File: config.mk
export PLATFORM = sky130hd
export DESIGN_NAME = mem_io_ctrl_flat
export DESIGN_NICKNAME = d
export VERILOG_FILES = /design/src/rtl/mem_io_ctrl_pkg.sv /design/src/rtl/mem_io_ctrl_if.sv /design/src/rtl/mem_io_ctrl_sync2.sv /design/src/rtl/mem_io_ctrl.sv /design/src/flat_wrapper.sv
export SDC_FILE = /design/constraint.sdc
export NUM_CORES = 1
export LEC_CHECK = 0
export ABC_CLOCK_PERIOD_IN_PS = 3400
export BUFFER_PORTS_ARGS = -buffer_cell sky130_fd_sc_hd__buf_2
export CAP_MARGIN = 40
export CORE_MARGIN = 3
export CORE_UTILIZATION = 48
export CTS_CLUSTER_SIZE = 20
export DETAILED_ROUTE_END_ITERATION = 12
export GPL_ROUTABILITY_DRIVEN = 0
export PLACE_DENSITY_LB_ADDON = 0.1
export SLEW_MARGIN = 5
export SYNTH_ARGS = -nofsm -noshare
export SYNTH_HDL_FRONTEND = slang
export SYNTH_SLANG_ARGS = --single-unit
export TNS_END_PERCENT = 30
File: constraint.sdc
create_clock -name clk -period 3.4 [get_ports clk]
set_clock_uncertainty 0.05 [all_clocks]
set_input_delay 0.85 -clock clk [delete_from_list [all_inputs] [get_ports clk]]
set_output_delay 0.85 -clock clk [all_outputs]
set_load 0.02 [all_outputs]
File: src/rtl/mem_io_ctrl_pkg.sv
// Shared definitions for the lab 7 memory/IO controller: CPU bus command
// encodings, controller FSM states and the memory-mapped IO addresses that
// lab7_top and the CPU also rely on.
package mem_io_ctrl_pkg;

    localparam int ADDR_W = 9;
    localparam int DATA_W = 16;
    localparam int RAM_AW = 8;

    localparam logic [8:0] LED_ADDR = 9'h100;
    localparam logic [8:0] HEX_ADDR = 9'h120;
    localparam logic [8:0] SW_ADDR  = 9'h140;

    // 2'b11 is deliberately not listed; the controller treats it as NONE.
    typedef enum logic [1:0] {
        MEM_NONE  = 2'b00,
        MEM_READ  = 2'b01,
        MEM_WRITE = 2'b10
    } mem_cmd_e;

    typedef enum logic [1:0] {
        ST_IDLE   = 2'b00,
        ST_ACCESS = 2'b01,
        ST_RESP   = 2'b10
    } state_e;

    function automatic logic is_req(input logic [1:0] cmd);
        return (cmd == MEM_READ) || (cmd == MEM_WRITE);
    endfunction

endpackage

File: src/rtl/mem_io_ctrl_if.sv
// CPU-side request/response bus of the memory/IO controller.
//   mem_cmd, mem_addr, write_data : CPU -> controller request
//   read_data, mem_ready, bus_err : controller -> CPU completion
// master = CPU side, slave = controller side.
interface mem_io_ctrl_if #(
    parameter int ADDR_W = 9,
    parameter int DATA_W = 16
) ();

    logic [1:0]        mem_cmd;
    logic [ADDR_W-1:0] mem_addr;
    logic [DATA_W-1:0] write_data;
    logic [DATA_W-1:0] read_data;
    logic              mem_ready;
    logic              bus_err;

    modport master (
        output mem_cmd, mem_addr, write_data,
        input  read_data, mem_ready, bus_err
    );

    modport slave (
        input  mem_cmd, mem_addr, write_data,
        output read_data, mem_ready, bus_err
    );

endinterface

File: src/rtl/mem_io_ctrl_sync2.sv
// Two-flop synchronizer (sync2) for bringing asynchronous level inputs
// into the clk domain.
//   clk   : destination clock
//   rst_n : asynchronous active-low reset, clears both flop stages
//   d     : asynchronous input
//   q     : synchronized output, two edges behind d
module mem_io_ctrl_sync2 #(
    parameter int WIDTH = 1
) (
    input  logic             clk,
    input  logic             rst_n,
    input  logic [WIDTH-1:0] d,
    output logic [WIDTH-1:0] q
);

    logic [WIDTH-1:0] meta;

    always_ff @(posedge clk or negedge rst_n) begin
        if (!rst_n) begin
            meta <= '0;
            q    <= '0;
        end else begin
            meta <= d;
            q    <= meta;
        end
    end

endmodule

File: src/rtl/mem_io_ctrl.sv
// Memory/IO bus controller between the lab 7 CPU and its RAM / IO.
// A request accepted in IDLE is latched, executed in ACCESS and
// acknowledged with a single-cycle mem_ready in RESP.
//   clk, reset_n   : clock, asynchronous active-low reset
//   bus (slave)    : mem_cmd/mem_addr/write_data in,
//                    read_data/mem_ready/bus_err out
//   ram_addr/ram_write/ram_din/ram_dout : 256-word synchronous RAM port
//   sw_in          : raw switches (asynchronous)
//   led_out        : LED register (LED_ADDR)
//   hex_val        : HEX display value register (HEX_ADDR)
module mem_io_ctrl #(
    parameter int               ADDR_W   = mem_io_ctrl_pkg::ADDR_W,
    parameter int               DATA_W   = mem_io_ctrl_pkg::DATA_W,
    parameter int               RAM_AW   = mem_io_ctrl_pkg::RAM_AW,
    parameter logic [ADDR_W-1:0] LED_ADDR = mem_io_ctrl_pkg::LED_ADDR,
    parameter logic [ADDR_W-1:0] HEX_ADDR = mem_io_ctrl_pkg::HEX_ADDR,
    parameter logic [ADDR_W-1:0] SW_ADDR  = mem_io_ctrl_pkg::SW_ADDR
) (
    input  logic              clk,
    input  logic              reset_n,
    mem_io_ctrl_if.slave      bus,
    output logic [RAM_AW-1:0] ram_addr,
    output logic              ram_write,
    output logic [DATA_W-1:0] ram_din,
    input  logic [DATA_W-1:0] ram_dout,
    input  logic [7:0]        sw_in,
    output logic [7:0]        led_out,
    output logic [DATA_W-1:0] hex_val
);

    import mem_io_ctrl_pkg::*;

    state_e            state, state_nxt;
    logic [1:0]        cmd_q;
    logic [ADDR_W-1:0] addr_q;
    logic [DATA_W-1:0] data_q;
    logic [7:0]        sw_sync;
    logic [DATA_W-1:0] rdata;

    logic ram_sel, led_sel, hex_sel, sw_sel;
    logic is_wr, is_rd, addr_err;

    mem_io_ctrl_sync2 #(.WIDTH(8)) u_sw_sync (
        .clk   (clk),
        .rst_n (reset_n),
        .d     (sw_in),
        .q     (sw_sync)
    );

    // State register plus request capture; inputs are only looked at in IDLE.
    always_ff @(posedge clk or negedge reset_n) begin
        if (!reset_n) begin
            state  <= ST_IDLE;
            cmd_q  <= '0;
            addr_q <= '0;
            data_q <= '0;
        end else begin
            state <= state_nxt;
            if (state == ST_IDLE && is_req(bus.mem_cmd)) begin
                cmd_q  <= bus.mem_cmd;
                addr_q <= bus.mem_addr;
                data_q <= bus.write_data;
            end
        end
    end

    always_comb begin
        state_nxt = state;
        case (state)
            ST_IDLE:   if (is_req(bus.mem_cmd)) state_nxt = ST_ACCESS;
            ST_ACCESS: state_nxt = ST_RESP;
            ST_RESP:   state_nxt = ST_IDLE;
            default:   state_nxt = ST_IDLE;
        endcase
    end

    // Decode from the latched address only; full-width compares, no aliasing.
    always_comb begin
        ram_sel  = ~addr_q[ADDR_W-1];
        led_sel  = (addr_q == LED_ADDR);
        hex_sel  = (addr_q == HEX_ADDR);
        sw_sel   = (addr_q == SW_ADDR);
        is_wr    = (cmd_q == MEM_WRITE);
        is_rd    = (cmd_q == MEM_READ);
        addr_err = !(ram_sel || led_sel || hex_sel || sw_sel) || (is_wr && sw_sel);
    end

    // IO register writes land on the ACCESS->RESP edge.
    always_ff @(posedge clk or negedge reset_n) begin
        if (!reset_n) begin
            led_out <= '0;
            hex_val <= '0;
        end else if (state == ST_ACCESS && is_wr) begin
            if (led_sel) led_out <= data_q[7:0];
            if (hex_sel) hex_val <= data_q;
        end
    end

    assign ram_addr  = addr_q[RAM_AW-1:0];
    assign ram_din   = data_q;
    assign ram_write = (state == ST_ACCESS) && is_wr && ram_sel;

    // RAM data arrives one cycle after the address, which lines up with RESP,
    // so the read mux is combinational rather than registered.
    always_comb begin
        rdata = '0;
        if (ram_sel)      rdata = ram_dout;
        else if (led_sel) rdata = DATA_W'(led_out);
        else if (hex_sel) rdata = hex_val;
        else if (sw_sel)  rdata = DATA_W'(sw_sync);
    end

    assign bus.mem_ready = (state == ST_RESP);
    assign bus.bus_err   = (state == ST_RESP) && addr_err;
    assign bus.read_data = ((state == ST_RESP) && is_rd) ? rdata : '0;

endmodule
File: src/flat_wrapper.sv
// flat-port wrapper written by rule: the top's interface ports become plain ports
module mem_io_ctrl_flat import mem_io_ctrl_pkg::*;
#(
    parameter int               ADDR_W   = mem_io_ctrl_pkg::ADDR_W,
    parameter int               DATA_W   = mem_io_ctrl_pkg::DATA_W,
    parameter int               RAM_AW   = mem_io_ctrl_pkg::RAM_AW,
    parameter logic [ADDR_W-1:0] LED_ADDR = mem_io_ctrl_pkg::LED_ADDR,
    parameter logic [ADDR_W-1:0] HEX_ADDR = mem_io_ctrl_pkg::HEX_ADDR,
    parameter logic [ADDR_W-1:0] SW_ADDR  = mem_io_ctrl_pkg::SW_ADDR
)
  (clk, reset_n, ram_addr, ram_write, ram_din, ram_dout, sw_in, led_out, hex_val, bus_mem_cmd, bus_mem_addr, bus_write_data, bus_read_data, bus_mem_ready, bus_bus_err);
  mem_io_ctrl_if #(.ADDR_W(ADDR_W), .DATA_W(DATA_W)) bus_i ();
  input  logic clk;
  input  logic reset_n;
  output logic [RAM_AW-1:0] ram_addr;
  output logic ram_write;
  output logic [DATA_W-1:0] ram_din;
  input  logic [DATA_W-1:0] ram_dout;
  input  logic [7:0] sw_in;
  output logic [7:0] led_out;
  output logic [DATA_W-1:0] hex_val;
  input wire logic [$bits(bus_i.mem_cmd)-1:0] bus_mem_cmd;
  input wire logic [$bits(bus_i.mem_addr)-1:0] bus_mem_addr;
  input wire logic [$bits(bus_i.write_data)-1:0] bus_write_data;
  output wire logic [$bits(bus_i.read_data)-1:0] bus_read_data;
  output wire logic [$bits(bus_i.mem_ready)-1:0] bus_mem_ready;
  output wire logic [$bits(bus_i.bus_err)-1:0] bus_bus_err;
  assign bus_i.mem_cmd = bus_mem_cmd;
  assign bus_i.mem_addr = bus_mem_addr;
  assign bus_i.write_data = bus_write_data;
  assign bus_read_data = bus_i.read_data;
  assign bus_mem_ready = bus_i.mem_ready;
  assign bus_bus_err = bus_i.bus_err;
  mem_io_ctrl #(.ADDR_W(ADDR_W), .DATA_W(DATA_W), .RAM_AW(RAM_AW), .LED_ADDR(LED_ADDR), .HEX_ADDR(HEX_ADDR), .SW_ADDR(SW_ADDR)) u_core (.clk(clk), .reset_n(reset_n), .bus(bus_i), .ram_addr(ram_addr), .ram_write(ram_write), .ram_din(ram_din), .ram_dout(ram_dout), .sw_in(sw_in), .led_out(led_out), .hex_val(hex_val));
endmodule
==> summary.md, run 1 <==
| Metric | Value |
|---|---|
| CP max FO | 9 |
| Setup bufs post-CTS | 0 |
| Clock sinks | 69 |
| Arr. time, crit path | 2230 ps |
| ANT nets after route | 0 |
| Clock Latency Late Sink | 320 ps |
| Worst setup EP type | output port |
| Initial antenna violation count | 0 |
| Layout Area Growth over Synthesis | 28.1% |
| Die ar. | 0.00722 sq mm |
| Post_cts resized | 0 |
| Starting density of the core | 0.500 |
| Vias in the first global route | 2207 |
| Overall Power | 2.62 mW |
| Syn nets | 289 |
| Final Cycle Share | 0.920 |
| Number of flops mapped to enable cells by yosys | 0 |
| Crit path required time | 2500 ps |
| Layout cells sized above 1 | 0.546 |
| Ant diodes | 0 |
| Worst-margin pin slew | 616 ps |
| Gate Count Post-Synth | 236 |
| First-pass GRT wire length | 11.0 mm |
| Post-route cell area | 0.00384 sq mm |
| Syn Area/Cell | 12.7 sq um |
| Buffers added on ports | 119 |
| Synth area leaders | dfrtp_1, mux2_2, mux2_4 |
| CTS Buffer Depth | 2 |
| Synth warn | 0 |
| Total length of routed wires | 6.75 mm |
| Library cells used by synthesis | 25 |
| H-tree level count | 3 |
| CP Launch Type | register |
| Synthesis-stage register bit count | 69 |
| Pre-Repair DR Iteration Count | 4 |
| Status | finished clean |
| Max-Cap Viols | 0 |
| DP Worst Slack | 612 ps |
| Count leader, synth | dfrtp_1 |
| Worst min path class | register to register |
| Worst vdd ir | 0.000431 V |
| Fin crit period | 3130 ps |
| RSZ-0062 raised after global routing | no |
| CTS tree | yes |
| Num rows | 28 |
| Io pins | 120 |
| Pwr per Cell Area | 682 mW/mm^2 |
| Pin count of the biggest net entering global routing | 55 |
| Peak Freq | 320 MHz |
| Cell taking the most area after synthesis | dfrtp_1 |
| Vias/cell | 5.05 |
| Clock transition at the registers of the reported paths | 70 ps |
| CTS Buf Count | 9 |
| Via count | 2200 |
| Setup TNS | 0 ps |
| Drt drc | 0 |
| Max Slew Vio Count | 0 |
| Final Setup Violations | 0 |
| # hold bufs at CTS | 0 |
| Synth cell count leaders | dfrtp_1, mux2_2, nor2b_1 |
| Die height | 85.0 um |
| Relative slew slack | 0.586 |
| Ys flop type | dfrtp_1 |
| Seq/Total Area, Yosys | 0.576 |
| Tot GR Track Use | 0.196 |
| Placed cell area | 0.00366 sq mm |
| Root Buffer | clkbuf_8 |
| CP Class | register to output port |
| Hold slack | 303 ps |
| Final setup margin | 273 ps |
| Die Wd | 85.0 um |
| Share of flip-flops with an asynchronous set or reset | 1.00 |
| Post-synth top area share | 0.576 |
| Final hold vios | 0 |
| Fin nets | 409 |
| Core ar. | 0.00599 sq mm |
| P_leak | 2.01 nW |
| Hpwl dp | 4.85 mm |
| Syn Std Cell Area | 0.00300 sq mm |
| Routed len/inst | 15.5 um |
| Initial drt markers | 71 |
| GRT Residual Overflow | 0 |
## cell usage in the layout (no fill, tap or decap), drive strengths merged
master / synthesis / layout
o21ai: 1 / 1
nor2: 14 / 14
clkinvlp: 0 / 1
mux2: 49 / 49
nand3b: 1 / 1
dfrtp: 69 / 69
inv: 10 / 10
nand2b: 2 / 2
or2: 1 / 1
or4: 2 / 2
a21oi: 12 / 12
xor2: 1 / 1
nor4: 3 / 3
nand3: 1 / 1
nor3: 10 / 10
clkinv: 0 / 3
o22ai: 9 / 9
a22o: 7 / 7
nand2: 4 / 4
or3b: 2 / 2
nor2b: 19 / 19
clkbuf: 7 / 12
buf: 12 / 128
## stage by stage
step / util / std cells
final: 0.640 / 436
after global routing: 0.640 / 436
after CTS: 0.640 / 436
after detailed placement: 0.611 / 420
after global placement: 0.606 / 419
after floorplan: - / 236
## flip-flops by register name (all words and copies together), names as in the netlist
name	flops
u_core.u_sw_sync.meta	8
u_core.addr_q	9
u_core.led_out	8
u_core.cmd_q	2
u_core.state	2
u_core.ram_din	16
u_core.u_sw_sync.q	8
u_core.hex_val	16
## kinds of logic (layout without fill, tap and decap cells)
family / count (synthesis) / count (layout) / synth area share
compound gates: 29 / 29 / 0.0610
flops: 69 / 69 / 0.576
buf+inv: 29 / 154 / 0.0543
xor+xnor: 1 / 1 / 0.00292
mux: 49 / 49 / 0.194
simple gates: 59 / 59 / 0.111
## worst max-delay path, stage by stage (launching register included)
cell	delay (ps)
dfrtp_1	390
or4_4	590
or4_4	590
nor2_1	120
nor3_1	50
buf_2	160
## layer usage
metal / up-vias / track usage / part of all wire
li1: 1048 / - / -
met1: 1064 / 0.256 / 0.43
met2: 79 / 0.310 / 0.48
met3: 9 / 0.0563 / 0.074
met4: 0 / 0.0791 / 0.014
met5: - / 0 / 0
## cell type report
class	instances	area (sq um)
clock buffer	12	155
multi-input combinational	138	1110
timing repair buffer	128	686
sequential	69	1730
fill	518	2150
clock inverter	4	22.5
inverter	10	37.5
tap	75	93.8
## where the power goes
group / internal, mW / total (mW) / switching, mW
registers: 0.989 / 1.12 / 0.133
logic: 0.379 / 0.905 / 0.527
clock network: 0.301 / 0.590 / 0.289
total: 1.67 / 2.62 / 0.948
## final timing paths
kind / start / endpoint / slack, ps / depth (start not counted)
min: u_core.u_sw_sync.meta[3] / u_core.u_sw_sync.q[3] / 300 / 0
max: u_core.addr_q[4] / bus_read_data[4] / 270 / 5
max in group asynchronous: reset_n / u_core.ram_din[9] / 2440 / 2
min reg2reg: u_core.u_sw_sync.meta[3] / u_core.u_sw_sync.q[3] / 300 / 0
max reg2reg: u_core.addr_q[4] / u_core.led_out[3] / 790 / 4
min in group asynchronous: reset_n / u_core.u_sw_sync.q[2] / 330 / 1
Power figures use the tool's default switching activity.
==> run 2, diff against run 1 <==
--- a/config.mk
+++ b/config.mk
@@ -10,6 +10,7 @@
 export CAP_MARGIN = 40
 export CORE_MARGIN = 3
 export CORE_UTILIZATION = 48
+export CTS_BUF_LIST = sky130_fd_sc_hd__clkbuf_8 sky130_fd_sc_hd__clkbuf_16
 export CTS_CLUSTER_SIZE = 20
 export DETAILED_ROUTE_END_ITERATION = 12
 export GPL_ROUTABILITY_DRIVEN = 0
==> run 2 against run 1 <==
  * Sequential share of layout area unchanged
  * Fmax about the same
  * Worst hold slack worse by 0.51 ps
  * Final cell count unchanged
  * Total power hardly changed
  * Core utilization did not move
  * Worst setup slack barely moved
  * Via count decreased by 0.18%
  * First-iteration DRC count unchanged
  * Non-clock buffer count stayed put
  * Critical path depth unchanged
  * Largest power group unchanged
==> summary.md, run 2 (same netlist as run 1, synthesis figures left out) <==
| Metric | Value |
|---|---|
| WHS Endpoint | u_core.u_sw_sync.q[5] |
| Worst vdd ir | 0.000431 V (about the same) |
| Fill count | 518 (unchanged) |
| Total length of routed wires | 6.75 mm (about the same) |
| Post_cts resized | 0 (unchanged) |
| Initial antenna violation count | 0 (unchanged) |
| Status | finished clean |
| Layout Utilization | 0.640 (unchanged) |
| Vias/cell | 5.04 (-0.18%) |
| Worst min path class | register to register |
| Setup TNS | 0 ps (unchanged) |
| Clock Latency Late Sink | 320 ps (about the same) |
| CTS Buf Count | 9 (unchanged) |
| Fin crit period | 3130 ps (+0.349 ps) |
| Final hold vios | 0 (unchanged) |
| CTS Buffer Depth | 2 (unchanged) |
| Root Buffer | clkbuf_8 |
| P_leak | 2.01 nW (+0.21%) |
| Initial drt markers | 71 (unchanged) |
| Tot GR Track Use | 0.196 (unchanged) |
| Clock transition at the registers of the reported paths | 70 ps (about the same) |
| R2r startpoint | u_core.addr_q[4] |
| Clock sinks | 69 (unchanged) |
| Most common cell after layout, fill and taps aside | buf_2 |
| Max Slew Vio Count | 0 (unchanged) |
| CTS tree | yes |
| Max-Cap Viols | 0 (unchanged) |
| Layout Area Growth over Synthesis | 28.1% (unchanged) |
| Final Cycle Share | 0.920 (about the same) |
| CP Class | register to output port |
| Layout cells sized above 1 | 0.546 (unchanged) |
| # hold bufs at CTS | 0 (unchanged) |
| H-tree level count | 3 (unchanged) |
| First-pass GRT wire length | 11.0 mm (unchanged) |
| Peak Freq | 320 MHz (about the same) |
| Die height | 85.0 um (unchanged) |
| Ant diodes | 0 (unchanged) |
| Most frequent cells in the layout | buf_2, dfrtp_1, mux2_2 |
| GRT Residual Overflow | 0 (unchanged) |
| Final Setup Violations | 0 (unchanged) |
| Buffers added on ports | 119 (unchanged) |
| Io pins | 120 (unchanged) |
| Die Wd | 85.0 um (unchanged) |
| Crit path required time | 2500 ps (about the same) |
| R2r setup slk | 780 ps (about the same) |
| Hpwl dp | 4.85 mm (unchanged) |
| Worst setup EP type | output port |
| Pwr per Cell Area | 682 mW/mm^2 (about the same) |
| Starting density of the core | 0.500 (unchanged) |
| CP max FO | 9 (unchanged) |
| Setup bufs post-CTS | 0 (unchanged) |
| Routed len/inst | 15.5 um (about the same) |
| Via count | 2196 (-0.18%) |
| ANT nets after route | 0 (unchanged) |
| Num rows | 28 (unchanged) |
| FF-to-FF End | u_core.led_out[3] |
| Core ar. | 0.00599 sq mm (unchanged) |
| CP Launch Type | register |
| Worst-margin pin slew | 617 ps (+0.798 ps) |
| Relative slew slack | 0.586 (about the same) |
| Hold wc startpoint | u_core.u_sw_sync.meta[5] |
| Min-Delay Path Depth | 0 (unchanged) |
| R2R depth | 4 (unchanged) |
| Die ar. | 0.00722 sq mm (unchanged) |
| Pre-Repair DR Iteration Count | 4 (unchanged) |
| Arr. time, crit path | 2230 ps (about the same) |
| Fin nets | 409 (unchanged) |
| Pin count of the biggest net entering global routing | 55 (unchanged) |
| Vias in the first global route | 2207 (unchanged) |
| RSZ-0062 raised after global routing | no |
| Drt drc | 0 (unchanged) |
-- run 2: cell types whose count changed in the layout (fill, tap and decap cells not counted), sizes merged --
cell,previous run,this run
inv,10,11
clkbuf,12,11
-- run 2: cell type report --
type                    instances  area (sq um)  share of cell area
clock buffers                  11           151              0.0395
inverters                      10          37.5             0.00978
well taps                      75          93.8              0.0245
repair buffers                128           686               0.179
flip-flops and latches         69          1730               0.450
clock inverters                 5          26.3             0.00685
multi-input cells             138          1110               0.291
-- run 2: worst max-delay path by stage --
stage,startpoint,endpoint,slack (ps),cells past startpoint
4_1_cts,u_core.addr_q[4],bus_read_data[7],240,5
2_1_floorplan,u_core.addr_q[4],bus_read_data[10],480,4
6_report,u_core.addr_q[4],bus_read_data[4],270,5
5_1_grt,u_core.state[1],bus_read_data[9],120,6
3_5_place_dp,u_core.addr_q[4],bus_read_data[4],610,5
3_3_place_gp,u_core.addr_q[4],bus_read_data[6],640,5
-- run 2: where the power goes --
| part | leakage (nW) | switching (mW) | internal, mW |
|---|---|---|---|
| registers | 0.862 | 0.133 | 0.989 |
| logic | 1.05 | 0.527 | 0.379 |
| clock network | 0.0963 | 0.289 | 0.298 |
| total | 2.01 | 0.949 | 1.67 |
-- run 2: worst max-delay path: stages, from the launching register on --
cell	delay, ps
dfrtp_1	390
or4_4	590
or4_4	590
nor2_1	120
nor3_1	50
buf_2	160
-- run 2: per-layer routing --
metal / up-vias / track usage / wire [um]
met5: - / 0 / 0
met4: 0 / 0.0791 / 93
met3: 9 / 0.0563 / 502
met2: 79 / 0.310 / 3240
met1: 1060 / 0.256 / 2910
li1: 1048 / - / -
-- run 2: per-stage QoR --
step	hold slack, ps	area, sq um	setup slack, ps	total power, mW	std cells
3_5_place_dp	285	3660	612	2.06	420
2_1_floorplan	281	3000	480	1.77	236
4_1_cts	304	3840	242	2.65	436
5_1_grt	316	3840	116	2.77	436
6_report	303	3840	273	2.61	436
3_3_place_gp	281	3630	636	2.03	419
==> run 3, diff against run 2 <==
--- a/config.mk
+++ b/config.mk
@@ -14,6 +14,7 @@
 export CTS_CLUSTER_SIZE = 20
 export DETAILED_ROUTE_END_ITERATION = 12
 export GPL_ROUTABILITY_DRIVEN = 0
+export MAX_ROUTING_LAYER = met4
 export PLACE_DENSITY_LB_ADDON = 0.1
 export SLEW_MARGIN = 5
 export SYNTH_ARGS = -nofsm -noshare
==> run 3 against run 2 <==
  * Core utilization unchanged
  * Final area stayed put
  * Worst hold slack about the same
  * Clock power about the same
  * Fmax hardly changed
  * First-iteration DRC count grew 2.8%
  * Wire length increased by 0.10%
  * Critical path type unchanged
==> summary.md, run 3 (same netlist as run 1, synthesis figures left out) <==
| Metric | Value |
|---|---|
| Hpwl dp | 4.85 mm (unchanged) |
| Max incr delay on CP | 590 ps (about the same) |
| Fin nets | 409 (unchanged) |
| Relative slew slack | 0.582 (-0.00369) |
| Max-Cap Viols | 0 (unchanged) |
| Core ar. | 0.00599 sq mm (unchanged) |
| Layout Area Growth over Synthesis | 28.1% (unchanged) |
| Clock network power share | 0.225 (about the same) |
| Total length of routed wires | 6.76 mm (+0.10%) |
| Internal power | 1.67 mW (about the same) |
| Worst path depth | 5 (unchanged) |
| Fin crit period | 3130 ps (-0.684 ps) |
| Combinational power share | 0.346 (about the same) |
| CTS tree | yes |
| Final Cycle Share | 0.920 (about the same) |
| ANT nets after route | 0 (unchanged) |
| Critical-path top delay cell | or4_4 |
| Clock sinks | 69 (unchanged) |
| H-tree level count | 3 (unchanged) |
| Max Slew Vio Count | 0 (unchanged) |
| Layout cells sized above 1 | 0.546 (unchanged) |
| Buffers added on ports | 119 (unchanged) |
| Ant diodes | 0 (unchanged) |
| Post_cts resized | 0 (unchanged) |
| P_leak | 2.01 nW (unchanged) |
| Most common cell after layout, fill and taps aside | buf_2 |
| Peak Freq | 320 MHz (about the same) |
| Crit path required time | 2500 ps (about the same) |
| Routed len/inst | 15.5 um (+0.10%) |
| RSZ-0062 raised after global routing | no |
| Via count | 2202 (+0.27%) |
| Worst path cell trace | or4_4 > or4_4 > nor2_1 > nor3_1 > buf_2 |
| Worst setup EP type | output port |
| # hold bufs at CTS | 0 (unchanged) |
| Critical path's top delay family | simple AND/OR/NAND/NOR gates |
| Starting density of the core | 0.500 (unchanged) |
| Setup TNS | 0 ps (unchanged) |
| Root Buffer | clkbuf_8 |
| Sequential power share | 0.429 (about the same) |
| Worst-margin pin slew | 623 ps (+5.49 ps) |
| Final Setup Violations | 0 (unchanged) |
| Num rows | 28 (unchanged) |
| CTS Buf Count | 9 (unchanged) |
| GRT Residual Overflow | 0 (unchanged) |
| Net switching power | 0.950 mW (about the same) |
| Most frequent cells in the layout | buf_2, dfrtp_1, mux2_2 |
| First-pass GRT wire length | 11.0 mm (unchanged) |
| CP Launch Type | register |
| Initial drt markers | 73 (+2.8%) |
| Hold slack | 302 ps (-0.499 ps) |
| CTS Buffer Depth | 2 (unchanged) |
| Worst min path class | register to register |
| Arr. time, crit path | 2230 ps (about the same) |
| Vias/cell | 5.05 (+0.27%) |
| Sw frac | 0.363 (about the same) |
| Setup bufs post-CTS | 0 (unchanged) |
| CP Class | register to output port |
| Fill count | 518 (unchanged) |
| R2R depth | 4 (unchanged) |
| Die height | 85.0 um (unchanged) |
| Drt drc | 0 (unchanged) |
| Status | finished clean |
| Clock Latency Late Sink | 320 ps (about the same) |
| Clock transition at the registers of the reported paths | 70 ps (about the same) |
| Worst vdd ir | 0.000431 V (about the same) |
| Die Wd | 85.0 um (unchanged) |
| Initial antenna violation count | 0 (unchanged) |
| Die ar. | 0.00722 sq mm (unchanged) |
| Vias in the first global route | 2208 (+0.045%) |
| Final hold vios | 0 (unchanged) |
| Min-Delay Path Depth | 0 (unchanged) |
| Io pins | 120 (unchanged) |
| Most frequent CP cell | or4_4 |
| Worst path bufs/invs | 1 (unchanged) |
| Pin count of the biggest net entering global routing | 55 (unchanged) |
| CP max FO | 9 (unchanged) |
| Pwr per Cell Area | 682 mW/mm^2 (about the same) |
| Pre-Repair DR Iteration Count | 4 (unchanged) |
| Tot GR Track Use | 0.202 (+0.00596) |
-- run 3: cell counts in the layout (fill, tap and decap cells not counted) --
No cell type changed its count.
-- run 3: routing by layer --
layer  up-vias  part of all wire  GRT usage  wire length, um
li1       1049                 -          -                -
met1      1063              0.44      0.260             2940
met2        81              0.48      0.310             3250
met3         9             0.070     0.0505              470
met4         0             0.014     0.0791               93
met5         -                 0          -                0
-- run 3: path summary, 6_finish.rpt --
kind                                                from                    end  slack (ps)
worst max-delay path                    u_core.addr_q[4]       bus_read_data[4]         270
worst min-delay path            u_core.u_sw_sync.meta[3]  u_core.u_sw_sync.q[3]         300
worst max register to register          u_core.addr_q[4]      u_core.led_out[3]         780
worst min register to register  u_core.u_sw_sync.meta[3]  u_core.u_sw_sync.q[3]         300
max in group asynchronous                        reset_n      u_core.ram_din[9]        2440
min in group asynchronous                        reset_n  u_core.u_sw_sync.q[2]         330
-- run 3: area by class of cell --
| type | count | area [sq um] | area share |
|---|---|---|---|
| Tap cell | 75 | 93.8 | 0.0245 |
| Clock inverter | 5 | 26.3 | 0.00685 |
| Multi-Input combinational cell | 138 | 1110 | 0.291 |
| Clock buffer | 11 | 151 | 0.0395 |
| Sequential cell | 69 | 1730 | 0.450 |
| Inverter | 10 | 37.5 | 0.00978 |
| Timing Repair Buffer | 128 | 686 | 0.179 |
-- run 3: through the flow --
stage                     power (mW)  utilization  std cells  area [sq um]  setup WS [ps]
after floorplan                 1.77            -        236          3000            480
after global placement          2.03        0.606        419          3630            636
after detailed placement        2.06        0.611        420          3660            612
after CTS                       2.65        0.640        436          3840            242
after global routing            2.77        0.640        436          3840            116
final                           2.62        0.640        436          3840            274
-- run 3: worst reg2reg max path: stages, from the launching register on --
cell,delay (ps)
dfrtp_1,390
or4_4,590
or4_4,590
or2_1,490
mux2_4,380
-- run 3: power groups by stage --
stage | Clock [mW] | Sequential, mW | Combinational (mW)
global placement | 0 | 1.13 | 0.900
detailed placement | 0 | 1.14 | 0.916
floorplan | 0 | 1.23 | 0.533
finish | 0.588 | 1.12 | 0.905
global route | 0.639 | 1.15 | 0.978
CTS | 0.606 | 1.12 | 0.919
